--- src/rtl/lcd_timing_gen.sv ---
// RGB-LCD raster timing generator: pixel/line counters with registered sync,
// data-enable, active-area coordinate and start-of-line/frame decodes.
module lcd_timing_gen #(
  parameter int H_PULSE      = 1,
  parameter int H_BACKPORCH  = 46,
  parameter int H_ACTIVE     = 800,
  parameter int H_FRONTPORCH = 210,
  parameter int V_PULSE      = 1,
  parameter int V_BACKPORCH  = 23,
  parameter int V_ACTIVE     = 480,
  parameter int V_FRONTPORCH = 22
) (
  input  logic        PixelClk,
  input  logic        Reset,
  input  logic        Run,
  output logic [15:0] PixelCount,
  output logic [15:0] LineCount,
  output logic [15:0] ActiveX,
  output logic [15:0] ActiveY,
  output logic        LCD_HSYNC,
  output logic        LCD_VSYNC,
  output logic        LCD_DE,
  output logic        FrameStart,
  output logic        LineStart
);

  localparam int H_TOTAL_I = H_PULSE + H_BACKPORCH + H_ACTIVE + H_FRONTPORCH;
  localparam int V_TOTAL_I = V_PULSE + V_BACKPORCH + V_ACTIVE + V_FRONTPORCH;

  if (H_TOTAL_I > 65535 || V_TOTAL_I > 65535) begin : g_sum_chk
    $error("lcd_timing_gen: parameter sums must stay below 65536");
  end
  if (H_PULSE < 1 || H_ACTIVE < 1 || V_PULSE < 1 || V_ACTIVE < 1) begin : g_zero_chk
    $error("lcd_timing_gen: pulse and active widths must be non-zero");
  end
  if (H_BACKPORCH < 0 || H_FRONTPORCH < 0 || V_BACKPORCH < 0 || V_FRONTPORCH < 0) begin : g_neg_chk
    $error("lcd_timing_gen: porch widths must not be negative");
  end

  localparam logic [15:0] H_LAST      = 16'(H_TOTAL_I - 1);
  localparam logic [15:0] V_LAST      = 16'(V_TOTAL_I - 1);
  localparam logic [15:0] H_SYNC_END  = 16'(H_PULSE);
  localparam logic [15:0] V_SYNC_END  = 16'(V_PULSE);
  localparam logic [15:0] H_ACT_START = 16'(H_PULSE + H_BACKPORCH);
  localparam logic [15:0] H_ACT_END   = 16'(H_PULSE + H_BACKPORCH + H_ACTIVE);
  localparam logic [15:0] V_ACT_START = 16'(V_PULSE + V_BACKPORCH);
  localparam logic [15:0] V_ACT_END   = 16'(V_PULSE + V_BACKPORCH + V_ACTIVE);

  typedef enum logic {IDLE, SCAN} state_t;

  state_t      state_q, state_nxt;
  logic [15:0] h_p0, v_p0, ax_p0, ay_p0;
  logic        vld_p0, hs_p0, vs_p0, de_p0, fs_p0, ls_p0;
  logic        h_in_p0, v_in_p0;

  // Stage p0: next raster position, then decodes of that same position so the
  // registered counts and decodes always describe one pixel.
  always_comb begin
    state_nxt = state_q;
    h_p0      = '0;
    v_p0      = '0;
    vld_p0    = 1'b0;
    case (state_q)
      IDLE: begin
        if (Run) begin
          state_nxt = SCAN;
          vld_p0    = 1'b1;
        end
      end
      SCAN: begin
        vld_p0 = 1'b1;
        if (PixelCount == H_LAST) begin
          if (LineCount == V_LAST) begin
            // Run is honoured only here, so a mid-frame drop finishes the frame.
            if (!Run) begin
              state_nxt = IDLE;
              vld_p0    = 1'b0;
            end
          end else begin
            v_p0 = LineCount + 16'd1;
          end
        end else begin
          h_p0 = PixelCount + 16'd1;
          v_p0 = LineCount;
        end
      end
      default: state_nxt = IDLE;
    endcase
  end

  always_comb begin
    h_in_p0 = (h_p0 >= H_ACT_START) && (h_p0 < H_ACT_END);
    v_in_p0 = (v_p0 >= V_ACT_START) && (v_p0 < V_ACT_END);
    hs_p0   = !(vld_p0 && (h_p0 < H_SYNC_END));
    vs_p0   = !(vld_p0 && (v_p0 < V_SYNC_END));
    de_p0   = vld_p0 && h_in_p0 && v_in_p0;
    ls_p0   = vld_p0 && (h_p0 == 16'd0);
    fs_p0   = ls_p0 && (v_p0 == 16'd0);
    ax_p0   = de_p0 ? (h_p0 - H_ACT_START) : 16'd0;
    ay_p0   = de_p0 ? (v_p0 - V_ACT_START) : 16'd0;
  end

  // Stage p1: output registers, all loaded on the same edge.
  always_ff @(posedge PixelClk) begin
    if (Reset) begin
      state_q    <= IDLE;
      PixelCount <= '0;
      LineCount  <= '0;
      ActiveX    <= '0;
      ActiveY    <= '0;
      LCD_HSYNC  <= 1'b1;
      LCD_VSYNC  <= 1'b1;
      LCD_DE     <= 1'b0;
      FrameStart <= 1'b0;
      LineStart  <= 1'b0;
    end else begin
      state_q    <= state_nxt;
      PixelCount <= h_p0;
      LineCount  <= v_p0;
      ActiveX    <= ax_p0;
      ActiveY    <= ay_p0;
      LCD_HSYNC  <= hs_p0;
      LCD_VSYNC  <= vs_p0;
      LCD_DE     <= de_p0;
      FrameStart <= fs_p0;
      LineStart  <= ls_p0;
    end
  end

endmodule

--- config.mk ---
export PLATFORM = sky130hd
export DESIGN_NAME = lcd_timing_gen
export DESIGN_NICKNAME = d
export VERILOG_FILES = /design/src/rtl/lcd_timing_gen.sv
export SDC_FILE = /design/constraint.sdc
export NUM_CORES = 1
export LEC_CHECK = 0
export ABC_CLOCK_PERIOD_IN_PS = 5900
export CORE_MARGIN = 3
export CORE_UTILIZATION = 35
export DETAILED_ROUTE_END_ITERATION = 10
export GPL_TIMING_DRIVEN = 0
export PLACE_DENSITY = 0.62
export RECOVER_POWER = 50
export SYNTH_ARGS = -nofsm -noshare
export SYNTH_HDL_FRONTEND = slang
export SYNTH_SLANG_ARGS = --single-unit
--- constraint.sdc ---
create_clock -name PixelClk -period 5.9 [get_ports PixelClk]
set_input_delay 1.18 -clock PixelClk [delete_from_list [all_inputs] [get_ports PixelClk]]
set_output_delay 1.18 -clock PixelClk [all_outputs]
set_load 0.02 [all_outputs]
==> run_results.csv <==
group,metric,value,unit
route,route.vias.total,3825,
timing,finClkSkew,0.0115,ns
yosys,synth_top_family_by_area,"simple AND/OR/NAND/NOR gates",
grt,grt_pass1_wl,19.7,mm
layout,nNetsFinal,551,
layout,final_util,0.459,
yosys,synth-simple-area-share,0.316,
critical_path,crit_path_start_kind,"flip-flop",
grt,grt_use_met3,0.0397,
clock_tree,cts_setup_buffers,0,
critical_path,path_max_fanout,10,
timing,period_needed,4.48,ns
route,ant_nets,0,
layout,area_growth,27.1,%
critical_path,cp_top_family,"simple AND/OR/NAND/NOR gates",
route,drc_errors,0,
yosys,ys_top_cells_by_count,"70 x dfxtp_1, 45 x nor2_1, 29 x nor3_1, 28 x nand2_1, 26 x xnor2_1",
critical_path,critPathMaxStageDelay,0.53,ns
timing,slew_headroom,0.351,
yosys,synth.mux.area_fraction,0,
placed_design,dpl-instance-area,4830,µm²
placed_design,portBuffers,71,
clock_tree,post_cts_resized,0,
clock_tree,cts_tree,"built",
critical_path,required,6.17,ns
clock_tree,cts_buffer_depth,2,
clock_tree,clock_latency,0.35,ns
clock_tree,clkTransAtPathRegs,0.09,ns
power,leakagePower,0.00183,µW
layout,n_antenna_cell,0,
yosys,synth_area_per_cell,8.61,µm²
grt,grt_pass1_vias,3828,
yosys,ys.flop_type,"dfxtp_1",
yosys,synth_edf_count,0,
power,ir_drop,107,µV
grt,use_met2,0.320,
yosys,synthCells,457,
route,wl,11.9,mm
route,vias_per_cell,5.58,
die,start_util,0.361,
power,seqPwrFrac,0.535,
yosys,synth_compound_area_frac,0.173,
yosys,synthTopCellsByArea,"dfxtp_1 36%, xnor2_1 5.8%, nor2_1 4.3%",
power,pwr-share-comb,0.051,
critical_path,crit_buf_inv,4,
yosys,synth_top_area_share,0.356,
grt,antenna_found_initial,0,
die,io_pins,72,
yosys,ys_warn_count,0,
grt,grt_busiest_layer,"met2",
timing,holdWs,0.648,ns
timing,hold_violations,0,
power,power_frac_clock,0.414,
layout,stdcell_area,5000,µm²
yosys,synth_seq_cells,70,
clock_tree,cts_sinks,70,
placed_design,gp_congestion,0.908,
yosys,synth_fa_ha_area_frac,0.0223,
timing,maxSlewViolCount,0,
grt,grt.overflow.total,0,
yosys,synth_top_area_cell,"dfxtp_1",
yosys,yosys.area_share.xor_xnor,0.0802,
timing,max_freq,0.223,GHz
placed_design,dp_hpwl,9.09,mm
flow_run,cap_violations,0,
yosys,async_reset_ff_frac,0,
clock_tree,postCtsHoldBufs,0,
clock_tree,htree_levels,3,
die,rows,38,
die,design.core.area,10900,µm²
critical_path,crit_type,"flip-flop to flip-flop",
die,die_w,112,µm
layout,fill_cells,1125,
timing,setup_tns,0,ns
min_path,holdCritPathClass,"flip-flop to flip-flop",
power,p_sw,238,µW
clock_tree,ctsRootBufferMaster,"clkbuf_8",
yosys,syn_area,3930,µm²
route,drtIter0Drc,166,
critical_path,critPathArrivalTime,4.75,ns
yosys,yosysMostFrequentCell,"dfxtp_1",
die,die_area,12500,µm²
clock_tree,numCtsBuffers,9,
grt,grt_start_max_net_pins,14,
critical_path,critPathCaptureType,"flip-flop",
power,power.density,179,nW/µm²
critical_path,cp_slowest_cell,"or4_4",
yosys,yosysSeqAreaShare,0.356,
timing,worst_pin_slew,0.965,ns
timing,rsz0062_at_grt,"false",
die,dieHeight,112,µm
yosys,ys_types,72,
timing,period_share,0.759,
route,wl_per_cell,17.4,µm
power,p_sw_frac,0.266,
critical_path,crit_chain,"inv_1 -> ha_1 -> and4bb_1 -> a41oi_1 -> clkbuf_1 -> nand2_1 -> inv_1 -> ha_1 -> nand2_1 -> o21ai_0 -> a211oi_1 -> or3_1 -> a31o_1 -> or4_4 -> buf_2 -> nor3_1",
layout,layout-drive-gt1-share,0.115,
power,p_int,657,µW
route,drt_pass1_iterations,5,
grt,grt_usage,0.195,
grt,grt.met1_usage,0.254,
timing,setup_violations,0,
status,status,"complete, no violations",
## per-stage QoR
stage                     setup slack (ns)  total power, µW  cells
final                                 1.42              894    686
after global routing                  1.03              931    686
after detailed placement              1.48              538    670
after global placement                1.47              537    670
after floorplan                       2.04              517    459
after CTS                             1.40              909    686
## flip-flops by register name, indices dropped and copies added (netlist names)
register	flops
ActiveX	16
ActiveY	16
LineCount	16
PixelCount	16
FrameStart	1
LCD_DE	1
LCD_HSYNC	1
LCD_VSYNC	1
LineStart	1
state_q	1
## layer usage
metal | up-vias | share of wire | wire length (µm)
met5 | - | 0 | 0
met4 | 0 | 0.029 | 343
met3 | 30 | 0.067 | 803
met2 | 155 | 0.47 | 5590
met1 | 1789 | 0.43 | 5180
li1 | 1851 | - | -
## power by group through the flow
stage	clock (µW)	combinational, µW	sequential, µW
3_3_place_gp	0	47.1	490
3_5_place_dp	0	47.3	490
4_1_cts	382	47.6	479
6_report	370	45.6	479
5_1_grt	401	50.4	480
2_1_floorplan	0	22.2	495
## worst min-delay path, stage by stage, from the launching register on
cell	delay [ns]
dfxtp_1	0.34
o21ai_0	0.08
a21o_1	0.14
nor2_1	0.04
## kinds of logic (layout without fill, tap and decap cells)
group / after synthesis / count (layout)
other cells: 1 / 3
buf+inv: 44 / 131
fa+ha+maj: 7 / 7
simple gates: 207 / 207
flops: 70 / 70
xor+xnor: 36 / 36
compound gates: 92 / 92
## placed cells by master (no fill, tap or decap), drive strengths merged, types with 17 or more instances in the layout
cell / Yosys / final
dfxtp: 70 / 70
dlygate4sd3: 0 / 47
nor2: 45 / 45
nor3: 32 / 32
nand2: 29 / 29
clkbuf: 17 / 28
xnor2: 26 / 26
clkdlybuf4s50: 0 / 24
o21ai: 18 / 18
a211oi: 17 / 17
## path summary, 6_finish.rpt
| check | start | to | slack [ns] | cells after the start |
|---|---|---|---|---|
| worst max-delay path | PixelCount[0] | ActiveX[2] | 1.42 | 16 |
| worst max register to register | PixelCount[0] | ActiveX[2] | 1.42 | 16 |
| worst min register to register | LineCount[15] | LineCount[15] | 0.65 | 3 |
| worst min-delay path | LineCount[15] | LineCount[15] | 0.65 | 3 |
## area by class of cell
class | instances | area, µm² | share of cell area
Buffer | 33 | 159 | 0.0318
Clock buffer | 10 | 138 | 0.0275
Clock inverter | 6 | 45.0 | 0.00901
Inverter | 11 | 41.3 | 0.00826
Multi-Input combinational cell | 345 | 2330 | 0.466
Sequential cell | 70 | 1400 | 0.280
Tap cell | 140 | 175 | 0.0351
Timing Repair Buffer | 71 | 711 | 0.142
No activity file was read; power rests on OpenSTA's default activity.
